<file path="src/rtl/keypad_pkg.sv">
// Shared widths, entry layout and read-FSM encoding for the keypad event FIFO.
package keypad_pkg;

  localparam int KP_POS_W   = 6;
  localparam int KP_ASCII_W = 8;
  localparam int KP_ENTRY_W = KP_POS_W + KP_ASCII_W;

  typedef enum logic {
    ST_IDLE = 1'b0,
    ST_ACK  = 1'b1
  } rd_state_e;

  typedef struct packed {
    logic [KP_POS_W-1:0]   pos;
    logic [KP_ASCII_W-1:0] ascii;
  } kp_entry_t;

endpackage

</file>
<file path="src/rtl/keypad_event_ram.sv">
// Single-port synchronous event RAM; read data is registered and the array has no reset.
module keypad_event_ram
  import keypad_pkg::*;
#(
  parameter int DEPTH_LOG2 = 4
) (
  input  logic                  clk_i,
  input  logic                  we_i,
  input  logic [DEPTH_LOG2-1:0] addr_i,
  input  logic [KP_ENTRY_W-1:0] wdata_i,
  output logic [KP_ENTRY_W-1:0] rdata_o
);

  localparam int DEPTH = 2 ** DEPTH_LOG2;

  logic [KP_ENTRY_W-1:0] mem_q [DEPTH];
  logic [KP_ENTRY_W-1:0] rdata_q;

  // One access per cycle: write when enabled, otherwise read the addressed word.
  always_ff @(posedge clk_i) begin
    if (we_i) begin
      mem_q[addr_i] <= wdata_i;
    end else begin
      rdata_q <= mem_q[addr_i];
    end
  end

  assign rdata_o = rdata_q;

endmodule

</file>
<file path="src/rtl/keypad_event_fifo_arbiter.sv">
// Keypad event FIFO: skid register in front of a single-port RAM, shared between
// scanner writes and bus reads, with level, full, threshold-irq and overflow flags.
module keypad_event_fifo_arbiter
  import keypad_pkg::*;
#(
  parameter int DEPTH_LOG2 = 4
) (
  input  logic                    system_clk_i,
  input  logic                    system_rst_i,
  input  logic                    fifo_write_enable_i,
  input  logic [KP_POS_W-1:0]     key_position_data_i,
  input  logic [KP_ASCII_W-1:0]   key_ascii_data_i,
  output logic                    position_fifo_full_o,
  output logic                    keycode_fifo_full_o,
  input  logic                    rd_req_i,
  output logic                    rd_ack_o,
  output logic [KP_POS_W-1:0]     rd_position_o,
  output logic [KP_ASCII_W-1:0]   rd_ascii_o,
  output logic                    rd_err_o,
  input  logic                    flush_i,
  input  logic [DEPTH_LOG2:0]     irq_threshold_i,
  output logic [DEPTH_LOG2:0]     fifo_level_o,
  output logic                    threshold_irq_o,
  output logic                    overflow_o,
  input  logic                    overflow_clr_i
);

  localparam int                DEPTH      = 2 ** DEPTH_LOG2;
  localparam logic [DEPTH_LOG2:0] LEVEL_FULL = (DEPTH_LOG2 + 1)'(DEPTH);

  rd_state_e               state_q;
  logic                    rd_ack_q;
  logic                    rd_err_q;

  logic [DEPTH_LOG2-1:0]   wr_ptr_q, wr_ptr_d;
  logic [DEPTH_LOG2-1:0]   rd_ptr_q, rd_ptr_d;
  logic [DEPTH_LOG2:0]     count_q, count_d;
  kp_entry_t               skid_q, skid_d;
  logic                    skid_valid_q, skid_valid_d;
  logic                    overflow_q, overflow_d;
  logic                    irq_q, irq_d;

  logic [DEPTH_LOG2:0]     level;
  logic                    full;
  logic                    drain;
  logic                    wr_accept;
  logic                    wr_drop;
  logic                    rd_accept;
  logic                    read_done;

  logic                    ram_we;
  logic [DEPTH_LOG2-1:0]   ram_addr;
  logic [KP_ENTRY_W-1:0]   ram_rdata;
  kp_entry_t               ram_entry;

  assign level = count_q + (DEPTH_LOG2 + 1)'(skid_valid_q);
  assign full  = (level == LEVEL_FULL);

  // Port grant: flush beats a drain, a drain beats a read issue.
  assign drain     = skid_valid_q & ~flush_i;
  assign wr_accept = fifo_write_enable_i & ~flush_i & ~full;
  assign wr_drop   = fifo_write_enable_i & ~flush_i & full;
  assign rd_accept = (state_q == ST_IDLE) & rd_req_i & ~skid_valid_q & ~flush_i;
  assign read_done = (state_q == ST_ACK) & ~rd_err_q & ~flush_i;

  assign ram_we   = drain;
  assign ram_addr = drain ? wr_ptr_q : rd_ptr_q;

  keypad_event_ram #(
    .DEPTH_LOG2(DEPTH_LOG2)
  ) u_ram (
    .clk_i   (system_clk_i),
    .we_i    (ram_we),
    .addr_i  (ram_addr),
    .wdata_i (skid_q),
    .rdata_o (ram_rdata)
  );

  // Next-state for pointers, count, skid and flags.
  always_comb begin
    wr_ptr_d     = wr_ptr_q;
    rd_ptr_d     = rd_ptr_q;
    count_d      = count_q;
    skid_d       = skid_q;
    skid_valid_d = skid_valid_q;
    overflow_d   = overflow_q;
    irq_d        = (irq_threshold_i != '0) && (level >= irq_threshold_i);

    if (flush_i) begin
      wr_ptr_d     = '0;
      rd_ptr_d     = '0;
      count_d      = '0;
      skid_valid_d = 1'b0;
    end else begin
      if (drain) begin
        wr_ptr_d = wr_ptr_q + DEPTH_LOG2'(1);
      end
      if (read_done) begin
        rd_ptr_d = rd_ptr_q + DEPTH_LOG2'(1);
      end
      // Drain and read completion in the same cycle cancel out.
      case ({drain, read_done})
        2'b10:   count_d = count_q + (DEPTH_LOG2 + 1)'(1);
        2'b01:   count_d = count_q - (DEPTH_LOG2 + 1)'(1);
        default: count_d = count_q;
      endcase
      // A pulse during a drain reloads the skid so back-to-back writes are kept.
      if (wr_accept) begin
        skid_d.pos   = key_position_data_i;
        skid_d.ascii = key_ascii_data_i;
        skid_valid_d = 1'b1;
      end else if (drain) begin
        skid_valid_d = 1'b0;
      end
    end

    // Set wins over clear.
    if (wr_drop) begin
      overflow_d = 1'b1;
    end else if (overflow_clr_i) begin
      overflow_d = 1'b0;
    end
  end

  // Datapath and flag registers.
  always_ff @(posedge system_clk_i or posedge system_rst_i) begin
    if (system_rst_i) begin
      wr_ptr_q     <= '0;
      rd_ptr_q     <= '0;
      count_q      <= '0;
      skid_q       <= '0;
      skid_valid_q <= 1'b0;
      overflow_q   <= 1'b0;
      irq_q        <= 1'b0;
    end else begin
      wr_ptr_q     <= wr_ptr_d;
      rd_ptr_q     <= rd_ptr_d;
      count_q      <= count_d;
      skid_q       <= skid_d;
      skid_valid_q <= skid_valid_d;
      overflow_q   <= overflow_d;
      irq_q        <= irq_d;
    end
  end

  // Read FSM: accept in idle, acknowledge for exactly one cycle.
  always_ff @(posedge system_clk_i or posedge system_rst_i) begin
    if (system_rst_i) begin
      state_q  <= ST_IDLE;
      rd_ack_q <= 1'b0;
      rd_err_q <= 1'b0;
    end else begin
      case (state_q)
        ST_IDLE: begin
          rd_ack_q <= 1'b0;
          rd_err_q <= 1'b0;
          if (rd_accept) begin
            state_q  <= ST_ACK;
            rd_ack_q <= 1'b1;
            rd_err_q <= (count_q == '0);
          end
        end
        ST_ACK: begin
          state_q  <= ST_IDLE;
          rd_ack_q <= 1'b0;
          rd_err_q <= 1'b0;
        end
        default: begin
          state_q  <= ST_IDLE;
          rd_ack_q <= 1'b0;
          rd_err_q <= 1'b0;
        end
      endcase
    end
  end

  // A flush landing in the ack cycle turns the completing read into an error.
  assign ram_entry     = ram_rdata;
  assign rd_ack_o      = rd_ack_q;
  assign rd_err_o      = rd_ack_q & (rd_err_q | flush_i);
  assign rd_position_o = (rd_ack_q & ~rd_err_o) ? ram_entry.pos   : '0;
  assign rd_ascii_o    = (rd_ack_q & ~rd_err_o) ? ram_entry.ascii : '0;

  assign position_fifo_full_o = full;
  assign keycode_fifo_full_o  = full;
  assign fifo_level_o         = level;
  assign threshold_irq_o      = irq_q;
  assign overflow_o           = overflow_q;

endmodule

</file>
<file path="config.mk">
export PLATFORM = sky130hd
export DESIGN_NAME = keypad_event_fifo_arbiter
export DESIGN_NICKNAME = d
export VERILOG_FILES = /design/src/rtl/keypad_pkg.sv /design/src/rtl/keypad_event_ram.sv /design/src/rtl/keypad_event_fifo_arbiter.sv
export SDC_FILE = /design/constraint.sdc
export NUM_CORES = 1
export LEC_CHECK = 0
export ABC_AREA = 1
export CAP_MARGIN = 20
export CORE_MARGIN = 10
export CORE_UTILIZATION = 59
export DETAILED_ROUTE_END_ITERATION = 12
export GPL_ROUTABILITY_DRIVEN = 0
export PLACE_DENSITY = 0.89
export SKIP_CTS_REPAIR_TIMING = 1
export SLEW_MARGIN = 10
export SYNTH_ARGS = -nofsm -noshare
export SYNTH_HDL_FRONTEND = slang
export SYNTH_SLANG_ARGS = --single-unit
export TNS_END_PERCENT = 10
</file>
<file path="constraint.sdc">
create_clock -name system_clk_i -period 4.1 [get_ports system_clk_i]
set_input_delay 0.615 -clock system_clk_i [delete_from_list [all_inputs] [get_ports system_clk_i]]
set_output_delay 0.615 -clock system_clk_i [all_outputs]
set_load 0.005 [all_outputs]
</file>
; ---- Word level (Yosys, flattened, before mapping)
; Memories as Yosys holds them, arrays and structs flattened. A register that Yosys moved wholly into a read port is not among the register bits.
; Index checks and enable logic that the tools add are counted.
[word_totals]
ff_bits = 32
ramBits = 224
inputBits = 25
output_inout_bits = 25
wordCells = 68
n_memories = 1
[classes]
n_addsub = 5
magnitude_cmp = 1
n_eq_ne = 3
n_mux = 20
n_bitwise = 18
reduce_logical = 10
[memory_table]
columns = name, words, word_bits, read_ports, rd_ports_with_merged_regs, wr, line
row1 = u_ram.mem_q, 16, 14, 1, 1, 1, keypad_event_ram.sv:16  ; logic [KP_ENTRY_W-1:0] mem_q [DEPTH];
[op_table]
columns = operator, n
row1 = $mux 4, 5
row2 = $and 1x1->1, 11
row3 = $pmux 5 s2, 1
row4 = $mux 1, 9
row5 = $add 4x1->4 const B, 2
row6 = $mux 8, 1
row7 = $mux 6, 1
row8 = $not 1->1, 6
row9 = $reduce_bool 2->1, 3
row10 = $reduce_bool 3->1, 2
row11 = $add 5x1->5, 1
row12 = $add 5x1->5 const B, 1
row13 = $eq 5x5->1 const B, 1
row14 = $ge 5x5->1, 1
row15 = $logic_not 5->1, 1
row16 = $mux 5, 1
row17 = $reduce_bool 5->1, 1
row18 = $sub 5x1->5 const B, 1
row19 = $pmux 1 s2, 2
row20 = $eq 2x1->1 const B, 1
row21 = $eq 2x2->1 const B, 1
row22 = $reduce_and 2->1, 1
row23 = $logic_and 1x1->1, 1
row24 = $logic_not 1->1, 1
row25 = $or 1x1->1, 1

; ---- Longest topological paths before layout
; Gate-level depths: netlist (run 1).
[depth]
ltp_word = 6
ltp_mapped = 14
ltp_nobuf = 12

; ---- Cells and area by module
; A second synthesis (run 1) with hierarchy kept.
[hier_totals]
hier_cells = 1202
area_unflattened_um2 = 11820.1
[modules_own_cells]
columns = mod, n_inst, cells_per_inst, area_per_inst_um2, seq_area_each_um2
row1 = keypad_event_ram, 1, 942, 9897.0, 7146.9
row2 = keypad_event_fifo_arbiter, 1, 260, 1923.1, 800.8

; ---- Least setup slack after synthesis (run 1)
; Ideal clock, no wire load.
[synth_timing]
path_kind = input port to flip-flop
start = input port flush_i
end = memory u_ram.mem_q[3][0] (netlist bit) (enable)
setup_ns = 0.384
arrival_time_ns = 2.286
required_ns = 3.716
setup_slack_ns = 1.429
cell_stages = 8
n_path_buf = 1
path_cell_list = inv_2 -> nand2_4 -> nand2_1 -> o21ai_2 -> nor2_1 -> buf_2 -> inv_2 -> nor2_1
[synth_between]
elab_chain_cells = 4
elab_cells_between_ends = 5
classes_between = mux: 3 / bitwise: 2
[synth_lines]
columns = item, line
row1 = start: declaration, keypad_event_fifo_arbiter.sv:20  ; input logic flush_i,
row2 = $not 1->1 (no line) *, -
row3 = $and 1x1->1 *, keypad_event_fifo_arbiter.sv:60  ; assign drain = skid_valid_q & ~flush_i;
row4 = $mux 1, keypad_event_ram.sv:21  ; if (we_i) begin
row5 = $mux 1 (implied by the code), keypad_event_ram.sv:22  ; mem_q[addr_i] <= wdata_i;
row6 = end: declaration, keypad_event_ram.sv:16
; Mark *: on every way between the ends. The rest lies on a longest branch, timed or not.

; ---- Worst setup path in the final report (run 1)
[layout_timing]
start = register skid_valid_q
end = output port keycode_fifo_full_o
[layout_between]
elab_chain_cells = 2
[layout_lines]
columns = item, line
row1 = start: declaration, keypad_event_fifo_arbiter.sv:39  ; logic skid_valid_q, skid_valid_d;
row2 = start signal: assignment, keypad_event_fifo_arbiter.sv:140  ; skid_valid_q <= skid_valid_d;
row3 = $add 5x1->5, keypad_event_fifo_arbiter.sv:56  ; assign level = count_q + (DEPTH_LOG2 + 1)'(skid_valid_q);
row4 = $eq 5x5->1, keypad_event_fifo_arbiter.sv:57  ; assign full = (level == LEVEL_FULL);
row5 = end: declaration, keypad_event_fifo_arbiter.sv:14  ; output logic keycode_fifo_full_o,
; No other way between the ends.

==> results of run 1 <==
## registers in the layout, summed over array words and instances (netlist names)
register,cells
u_ram.mem_q,224
skid_q,14
u_ram.rdata_o,14
count_q,5
rd_ptr_q,4
wr_ptr_q,4
overflow_o,1
rd_ack_o,1
rd_err_q,1
skid_valid_q,1
threshold_irq_o,1
## area by class of cell
class                           instances  area (µm²)
Clock buffer                           38         727
Clock inverter                         10        48.8
Fill cell                            1337        6530
Inverter                               80         300
Multi-Input combinational cell        789        3460
Sequential cell                       270        7950
Tap cell                              270         338
Timing Repair Buffer                   81         756
## worst max-delay path, stage by stage, from the launching register on
cell and delay (ns):
dfrtp_1 0.53, ha_1 0.28, ha_1 0.32, or2_2 0.28
nor2_1 0.11, nand3b_1 0.11, inv_1 0.12, clkdlybuf4s50_1 0.52
## cells in the final DEF, fill, tap and decap left out, types with 3 or more instances in the layout
master             n
nor2_4             3
dfrtp_1           32
nand3_1          163
nand4_1            3
inv_2              6
clkinv_1           4
clkbuf_1          10
clkinv_2           5
nand2_1          522
nor2_1            47
inv_1             74
o21ai_0            9
edfxtp_1         238
clkdlybuf4s50_1   49
xor2_1             6
a21oi_1            4
clkbuf_16         27
ha_1              12
buf_4             30
## through the flow
| stage | util [%] | power (mW) | setup slack (ns) | instances |
|---|---|---|---|---|
| after global placement | 63.7 | 3.85 | 0.747 | 1490 |
| after detailed placement | 63.7 | 3.90 | 0.624 | 1490 |
| after CTS | 67.5 | 6.08 | 0.697 | 1538 |
| after global routing | 67.5 | 6.27 | 0.578 | 1538 |
| final | 67.5 | 6.08 | 0.703 | 1538 |
| after floorplan | - | 3.63 | 1.43 | 1199 |
## cells by family (layout without fill, tap and decap cells)
family,Yosys count,count (layout),share of synthesized area (%)
fa+ha+maj,13,13,1.42
xor+xnor,7,7,0.510
simple gates,749,749,25.7
buf+inv,140,209,5.19
flops,270,270,66.2
compound gates,20,20,1.00
## worst paths after layout
path	to
max	keycode_fifo_full_o
min	threshold_irq_o
max reg2reg	u_ram.mem_q[3][2]
min reg2reg	count_q[4]
max in group asynchronous	rd_ptr_q[1]
min in group system_clk_i	count_q[4]
## layer usage
layer	part of all wire, %	global-route usage [%]
met1	36	29.8
met5	0	0
met2	49	36.7
met4	2.7	7.13
met3	12	3.99
## power groups by stage
stage	registers [mW]	logic, mW	clock network, mW
3_5_place_dp	3.36	0.536	0
5_1_grt	3.32	0.613	2.34
3_3_place_gp	3.35	0.506	0
2_1_floorplan	3.26	0.367	0
4_1_cts	3.31	0.544	2.23
6_report	3.31	0.549	2.22
==> impl_metrics.csv, run 1 <==
group,metric,value,unit
run_status,run_status,"complete, no violations",
cts,clk_path_buf_depth,3,
pwr,p_switching,1.52,mW
placed_design,port_buffers,49,
critical_path,cp-end-kind,"primary output",
floorplan,dieArea,26500,µm²
critical_path,worstPathRequired,3.48,ns
synthesis,synth.most_common_cell,"nand2_1",
routing,drt_iter0_markers,1310,
routing,ant_nets,0,
pwr,power_density,448,nW/µm²
pwr,p_sw_share,25.0,%
finish,syn_to_final_growth,13.0,%
sta,tightest_slew,0.902,ns
synthesis,synth_top_cell_area_share,59.5,%
sta,min_period,3.40,ns
floorplan,ios,50,
cts,ctsRootBufferMaster,"clkbuf_16",
global_routing,overflow,0,
sta,slew_headroom,39.9,%
synthesis,syn_nets,1237,
routing,vias,8944,
pwr,p_int,4.56,mW
synthesis,synth_ff_type,"edfxtp_1",
critical_path,reg2regPathDepth,5,
sta,slew_viol_final,0,
placed_design,place_area,12800,µm²
synthesis,postSynthAreaPerCell,10.0,µm²
cts,cts_tree,"built",
synthesis,synth_top_area_cell,"edfxtp_1",
synthesis,async_reset_ff_share,11.9,%
critical_path,cp_max_fo,7,
floorplan,core_area,20100,µm²
finish,insertedDiodeCount,0,
cts,h-tree-depth,1,
pwr,clkPwrFrac,36.5,%
global_routing,grt_pass1_vias,8714,
sta,setup_viol,0,
routing,drc,0,
synthesis,ys_ff_latch,270,
floorplan,start_util,59.7,%
pwr,combPwrFrac,9.0,%
synthesis,synthCells,1199,
synthesis,synth_area_leaders,"edfxtp_1, nand2_1, nand3_1",
critical_path,worst_setup_path_start_kind,"flop",
routing,wl,30100,µm
finish,final_layout_size_suffix_gt1_share,6.62,%
sta,clock.fmax,0.294,GHz
routing,detail_route.vias_per_cell,5.82,
pwr,p_seq_share,54.5,%
finish,nNetsFinal,1287,
sta,fin_skew,0.0141,ns
synthesis,ys.warnings.count,0,
critical_path,reg2reg_slack,1.23,ns
critical_path,r2r_start,"skid_valid_q",
placed_design,dp_hpwl,18200,µm
floorplan,dieHeight,163,µm
global_routing,grt_max_degree,99,
critical_path,startpoint,"skid_valid_q",
pwr,peakVddDrop,0.335,mV
sta,final-hold-violation-count,0,
synthesis,synth_edf_count,238,
sta,min_period_over_period,82.9,%
routing,drt-pass1-iter-count,8,
cts,path_clk_slew,0.06,ns
pwr,p_leak,5.80,nW
global_routing,grt_antenna_before_repair,0,
sta,rsz0062_at_grt,"false",
synthesis,yosys-top-cells-count,"nand2_1, edfxtp_1, nand3_1, inv_1, nor2_1",
floorplan,row_count,52,
critical_path,critPathKind,"flop to primary output",
worst_hold_path,hold_path_class,"primary input to asynchronous set/reset pin",
critical_path,arrival,2.78,ns
synthesis,netlist_area,12000,µm²
sta,final.setup.tns,0,ns
sta,fin_hold_ws,0.479,ns
floorplan,die_x,163,µm
finish,final_cell_area,13600,µm²
global_routing,grt_pass1_wl,47000,µm
cts,cts_buffers,27,
global_routing,grt_use_total,22.3,%
cts,clock_latency,0.52,ns
synthesis,ys_seq_area_share,66.2,%
routing,wl_per_cell,19.6,µm
synthesis,synth_cell_type_count,32,
flow_run,max_cap_violations,0,
cts,cts.sinks,270,
(Power assumes the default switching activity.)
==> run 2, diff against run 1 <==
- clock period: 4.1 -> 3.35 ns (I/O delays scaled with it)
==> run 2 against run 1 <==
- design area increased by 1.6%
- via count increased by 1.8%
- die area did not move
- utilization up 1.1 points
- highest routed layer unchanged
- largest power group unchanged
- combinational power rose by 26%
- setup slack worse by 0.55 ns
==> impl_metrics.csv, run 2 (synthesis results as in run 1) <==
group,metric,value,unit
pwr,power_density,566,nW/µm²
critical_path,rr_endpoint,"skid_q[8]",
routing,drc,0,
critical_path,startpoint,"skid_valid_q",
critical_path,critPathKind,"flop to primary output",
cts,path_clk_slew,0.06,ns
sta,setup_slack,0.154,ns
critical_path,crit_top_cell,"ha_1",
placed_design,port_buffers,49,
placed_design,pre_cts_ws,0.389,ns
cts,ctsRootBufferMaster,"clkbuf_16",
routing,wl_per_cell,20.1,µm
critical_path,worst_setup_path_start_kind,"flop",
sta,final-hold-violation-count,0,
routing,drt_iter0_markers,1470,
critical_path,endpoint,"keycode_fifo_full_o",
floorplan,die_x,163,µm
pwr,clkPwrFrac,39.2,%
cts,cts_tree,"built",
global_routing,grt_use_total,23.2,%
sta,setup_viol,0,
critical_path,reg2regPathDepth,9,
critical_path,worstPathRequired,2.85,ns
pwr,combPwrFrac,8.9,%
global_routing,grt_pass1_vias,9168,
sta,clock.fmax,0.313,GHz
critical_path,cp_max_fo,7,
pwr,p_int,5.94,mW
pwr,p_sw_share,24.0,%
critical_path,max_stage_delay,0.51,ns
finish,layout_commonest_cell,"nand2_1",
critical_path,arrival,2.69,ns
cts,cts.sinks,270,
sta,fin_skew,0.0196,ns
routing,ant_nets,0,
pwr,p_seq_share,51.9,%
critical_path,cp-end-kind,"primary output",
cts,h-tree-depth,1,
routing,detail_route.vias_per_cell,5.90,
sta,min_period,3.20,ns
global_routing,grt_max_degree,74,
sta,final.setup.tns,0,ns
pwr,p_switching,1.88,mW
placed_design,place_area,12900,µm²
floorplan,dieHeight,163,µm
finish,final_cell_area,13800,µm²
finish,nNetsFinal,1293,
global_routing,overflow,0,
critical_path,r2r_start,"skid_valid_q",
floorplan,dieArea,26500,µm²
cts,clk_path_buf_depth,3,
finish,regMostFlops,"u_ram.mem_q",
routing,drt-pass1-iter-count,7,
global_routing,grt_antenna_before_repair,0,
finish,syn_to_final_growth,14.9,%
routing,wl,31100,µm
cts,clock_latency,0.53,ns
critical_path,reg2reg_slack,0.78,ns
sta,slew_viol_final,0,
floorplan,start_util,59.7,%
sta,min_period_over_period,95.4,%
sta,slew_headroom,39.0,%
global_routing,grt_pass1_wl,48900,µm
pwr,p_leak,5.92,nW
flow_run,max_cap_violations,0,
cts,cts_buffers,26,
finish,nFillCells,1293,
critical_path,path_cells,"ha_1 -> ha_1 -> or2_2 -> nor2_1 -> nand3b_1 -> inv_1 -> clkdlybuf4s50_1",
finish,insertedDiodeCount,0,
critical_path,cpMaxStageDelayCell,"clkdlybuf4s50_1",
finish,layout_common_cells,"nand2_1, edfxtp_1, nand3_1",
routing,vias,9104,
finish,final_layout_size_suffix_gt1_share,7.69,%
sta,tightest_slew,0.915,ns
finish,largest_reg_flops,224,
placed_design,dp_hpwl,19200,µm
worst_hold_path,hold_path_class,"primary input to asynchronous set/reset pin",
pwr,peakVddDrop,0.427,mV
floorplan,ios,50,
floorplan,row_count,52,
run_status,run_status,"complete, no violations",
floorplan,core_area,20100,µm²
sta,rsz0062_at_grt,"false",
run 2: routing by layer:
layer | share of wire [%] | vias to the layer above | global-route usage (%)
li1 | - | 4074 | -
met1 | 36 | 4257 | 30.4
met2 | 47 | 646 | 37.4
met3 | 12 | 127 | 4.15
met4 | 4.5 | 0 | 10.5
met5 | 0 | - | 0
run 2: cell type report:
cell class / count / area (µm²) / area share, %
well taps: 270 / 338 / 2.45
repair buffers: 88 / 846 / 6.13
multi-input cells: 789 / 3460 / 25.1
flip-flops and latches: 270 / 7950 / 57.6
clock buffers: 34 / 774 / 5.61
clock inverters: 13 / 134 / 0.970
inverters: 80 / 300 / 2.18
run 2: through the flow:
stage	utilization (%)	power (mW)	hold slack, ns	std cells
2_1_floorplan	-	4.44	0.471	1199
3_3_place_gp	64.1	4.73	0.498	1497
3_5_place_dp	64.1	4.79	0.509	1497
4_1_cts	68.6	7.80	0.372	1544
5_1_grt	68.6	8.04	0.412	1544
6_report	68.6	7.81	0.364	1544
run 2: critical path: cells and delay by family (launching register included):
kind | cells | cell delay, ns
adder cells (fa/ha/maj) | 2 | 0.57
buffers and inverters | 2 | 0.62
AND/OR/NAND/NOR | 3 | 0.48
flip-flops | 1 | 0.50
run 2: power by group through the flow:
stage	registers [mW]	clock network, mW	logic (mW)
after floorplan	3.99	0	0.449
after global placement	4.10	0	0.637
after detailed placement	4.11	0	0.674
after CTS	4.04	3.07	0.687
after global routing	4.06	3.21	0.770
final	4.06	3.06	0.694
run 2: worst min path at each step:
| stage | startpoint | end | cells past startpoint | slack, ns |
|---|---|---|---|---|
| final | system_rst_i | skid_q[12] | 3 | 0.36 |
| after global routing | system_rst_i | skid_q[12] | 3 | 0.41 |
| after CTS | system_rst_i | threshold_irq_o | 3 | 0.37 |
| after detailed placement | count_q[4] | count_q[4] | 2 | 0.51 |
| after global placement | count_q[4] | count_q[4] | 2 | 0.50 |
| after floorplan | count_q[4] | count_q[4] | 2 | 0.47 |
==> run 3, diff against run 2 <==
- ABC_AREA: 1 -> 0
- CORE_ASPECT_RATIO: not set -> 2
- CORE_MARGIN: 10 -> 2
==> run 3 against run 2 <==
- power shrank 8.4%
- area after synthesis decreased by 13%
- die area shrank 29%
- setup slack lost 0.054 ns
- via count fell by 27%
- largest cell class unchanged
==> impl_metrics.csv, run 3 <==
group,metric,value,unit
routing,drt_iter0_markers,1259,
sta,tightest_slew,0.893,ns
cts,cts_tree,"built",
synthesis,async_reset_ff_share,11.9,%
critical_path,reg2reg_slack,0.43,ns
finish,nNetsFinal,771,
finish,layout_common_cells,"edfxtp_1, nand2_1, a21oi_1",
sta,final-hold-violation-count,0,
cts,h-tree-depth,1,
cts,clock_latency,0.52,ns
sta,setup_slack,0.101,ns
synthesis,ys_ff_latch,270,
global_routing,grt_use_total,28.5,%
critical_path,worstPathRequired,2.85,ns
pwr,p_sw_share,22.0,%
floorplan,dieHeight,192,µm
critical_path,worst_setup_path_start_kind,"flop",
global_routing,grt_max_degree,42,
critical_path,cpMaxStageDelayCell,"clkdlybuf4s50_1",
synthesis,ys.warnings.count,0,
critical_path,path_cells,"ha_1 -> ha_1 -> xor2_1 -> or3_1 -> nor3_4 -> clkdlybuf4s50_1",
finish,regMostFlops,"u_ram.mem_q",
global_routing,grt_pass1_wl,39700,µm
pwr,p_int,5.58,mW
synthesis,synth.most_common_cell,"edfxtp_1",
sta,clock.fmax,0.308,GHz
floorplan,start_util,60.4,%
finish,largest_reg_flops,224,
sta,rsz0062_at_grt,"false",
critical_path,max_stage_delay,0.57,ns
critical_path,startpoint,"count_q[0]",
synthesis,postSynthAreaPerCell,16.2,µm²
critical_path,r2r_start,"skid_valid_q",
pwr,peakVddDrop,0.442,mV
synthesis,ys_seq_area_share,76.2,%
floorplan,dieArea,18800,µm²
synthesis,netlist_area,10400,µm²
cts,cts.sinks,270,
synthesis,synth_top_area_cell,"edfxtp_1",
sta,slew_viol_final,0,
cts,ctsRootBufferMaster,"clkbuf_16",
sta,setup_viol,0,
placed_design,dp_hpwl,17100,µm
critical_path,cp-end-kind,"primary output",
finish,syn_to_final_growth,17.1,%
routing,ant_nets,0,
pwr,p_seq_share,57.1,%
floorplan,row_count,68,
synthesis,synth_ff_type,"edfxtp_1",
global_routing,grt_antenna_before_repair,0,
flow_run,max_cap_violations,0,
run_status,run_status,"complete, no violations",
global_routing,overflow,0,
floorplan,core_area,17300,µm²
pwr,p_switching,1.58,mW
synthesis,synth_edf_count,238,
synthesis,synth_area_leaders,"edfxtp_1, dfrtp_1, a222oi_1",
finish,final_layout_size_suffix_gt1_share,13.7,%
critical_path,arrival,2.75,ns
pwr,combPwrFrac,6.6,%
synthesis,syn_nets,683,
critical_path,rr_endpoint,"u_ram.rdata_o[10]",
finish,insertedDiodeCount,0,
sta,final.setup.tns,0,ns
floorplan,die_x,98.0,µm
cts,path_clk_slew,0.07,ns
floorplan,ios,50,
routing,wl_per_cell,27.9,µm
routing,wl,26700,µm
sta,slew_headroom,40.4,%
critical_path,reg2regPathDepth,8,
cts,cts_buffers,22,
sta,min_period,3.25,ns
synthesis,synthCells,645,
pwr,clkPwrFrac,36.3,%
pwr,power_density,586,nW/µm²
synthesis,yosys-top-cells-count,"edfxtp_1, nand2_1, a21oi_1, a222oi_1, dfrtp_1",
finish,layout_commonest_cell,"edfxtp_1",
critical_path,critPathKind,"flop to primary output",
placed_design,port_buffers,49,
routing,drc,0,
critical_path,cp_num_buf_inv,1,
routing,drt-pass1-iter-count,8,
sta,fin_skew,0.0179,ns
critical_path,cp_max_fo,5,
pwr,p_leak,4.29,nW
sta,min_period_over_period,97.0,%
placed_design,pre_cts_ws,0.0155,ns
routing,vias,6647,
routing,detail_route.vias_per_cell,6.95,
cts,clk_path_buf_depth,3,
critical_path,crit_top_cell,"ha_1",
synthesis,synth_top_cell_area_share,68.5,%
global_routing,grt_pass1_vias,6709,
synthesis,synth_cell_type_count,50,
worst_hold_path,hold_path_class,"primary input to asynchronous set/reset pin",
critical_path,cp_top_family,"simple AND/OR/NAND/NOR gates",
==> run 3: worst reg2reg max path: cells and delay by family, from the launching register on <==
family / cells / cell delay [ns]
buffers and inverters: 3 / 0.67
flip-flops: 1 / 0.40
AO/OA/AOI/OAI: 3 / 0.69
AND/OR/NAND/NOR: 2 / 0.89
==> run 3: through the flow <==
stage	instance area [µm²]	util (%)	total power, mW	hold slack (ns)	std cells
global route	12200	70.7	7.34	0.545	957
detailed placement	11400	65.9	4.59	0.519	914
finish	12200	70.7	7.16	0.480	957
CTS	12100	70.1	7.14	0.506	952
global placement	11400	65.9	4.55	0.511	914
floorplan	10400	-	4.31	0.498	645
==> run 3: cell type report <==
class,instances,area [µm²]
repair buffers,99,933
well taps,210,263
multi-input cells,326,2300
inverters,14,55.1
clock inverters,8,115
clock buffers,30,602
fillers,997,5060
flip-flops and latches,270,7950
==> run 3: power by group through the flow <==
stage / combinational, mW / clock [mW] / sequential (mW)
finish: 0.471 / 2.60 / 4.09
global route: 0.510 / 2.73 / 4.10
global placement: 0.411 / 0 / 4.14
CTS: 0.446 / 2.61 / 4.08
floorplan: 0.268 / 0 / 4.04
detailed placement: 0.439 / 0 / 4.15
==> run 3: metal layers <==
layer,up-vias,global-route usage (%),part of all wire (%)
li1,2739,-,-
met1,3215,30.8,30
met2,555,49.7,52
met3,138,4.15,9.0
met4,0,21.9,9.5
met5,-,0,0
==> run 3: worst max-delay path by stage <==
stage                     endpoint  slack [ns]  depth (start not counted)
2_1_floorplan    u_ram.mem_q[4][0]        0.88                          6
3_3_place_gp     u_ram.rdata_o[13]        0.14                          7
3_5_place_dp     u_ram.rdata_o[10]        0.02                          7
4_1_cts        keycode_fifo_full_o       -0.03                          6
5_1_grt        keycode_fifo_full_o       0.001                          6
6_report       keycode_fifo_full_o        0.10                          6
==> run 3: cells by family (layout without fill, tap and decap cells) <==
logic type,after synthesis,after routing,synth area share (%)
and+or+nand+nor,150,150,7.44
adders and majority gates,13,13,1.63
xor gates and xnor gates,13,13,1.09
buffers and inverters,49,151,2.24
DFF,270,270,76.2
muxes,17,17,1.80
AOI/OAI and AO/OA,133,133,9.58
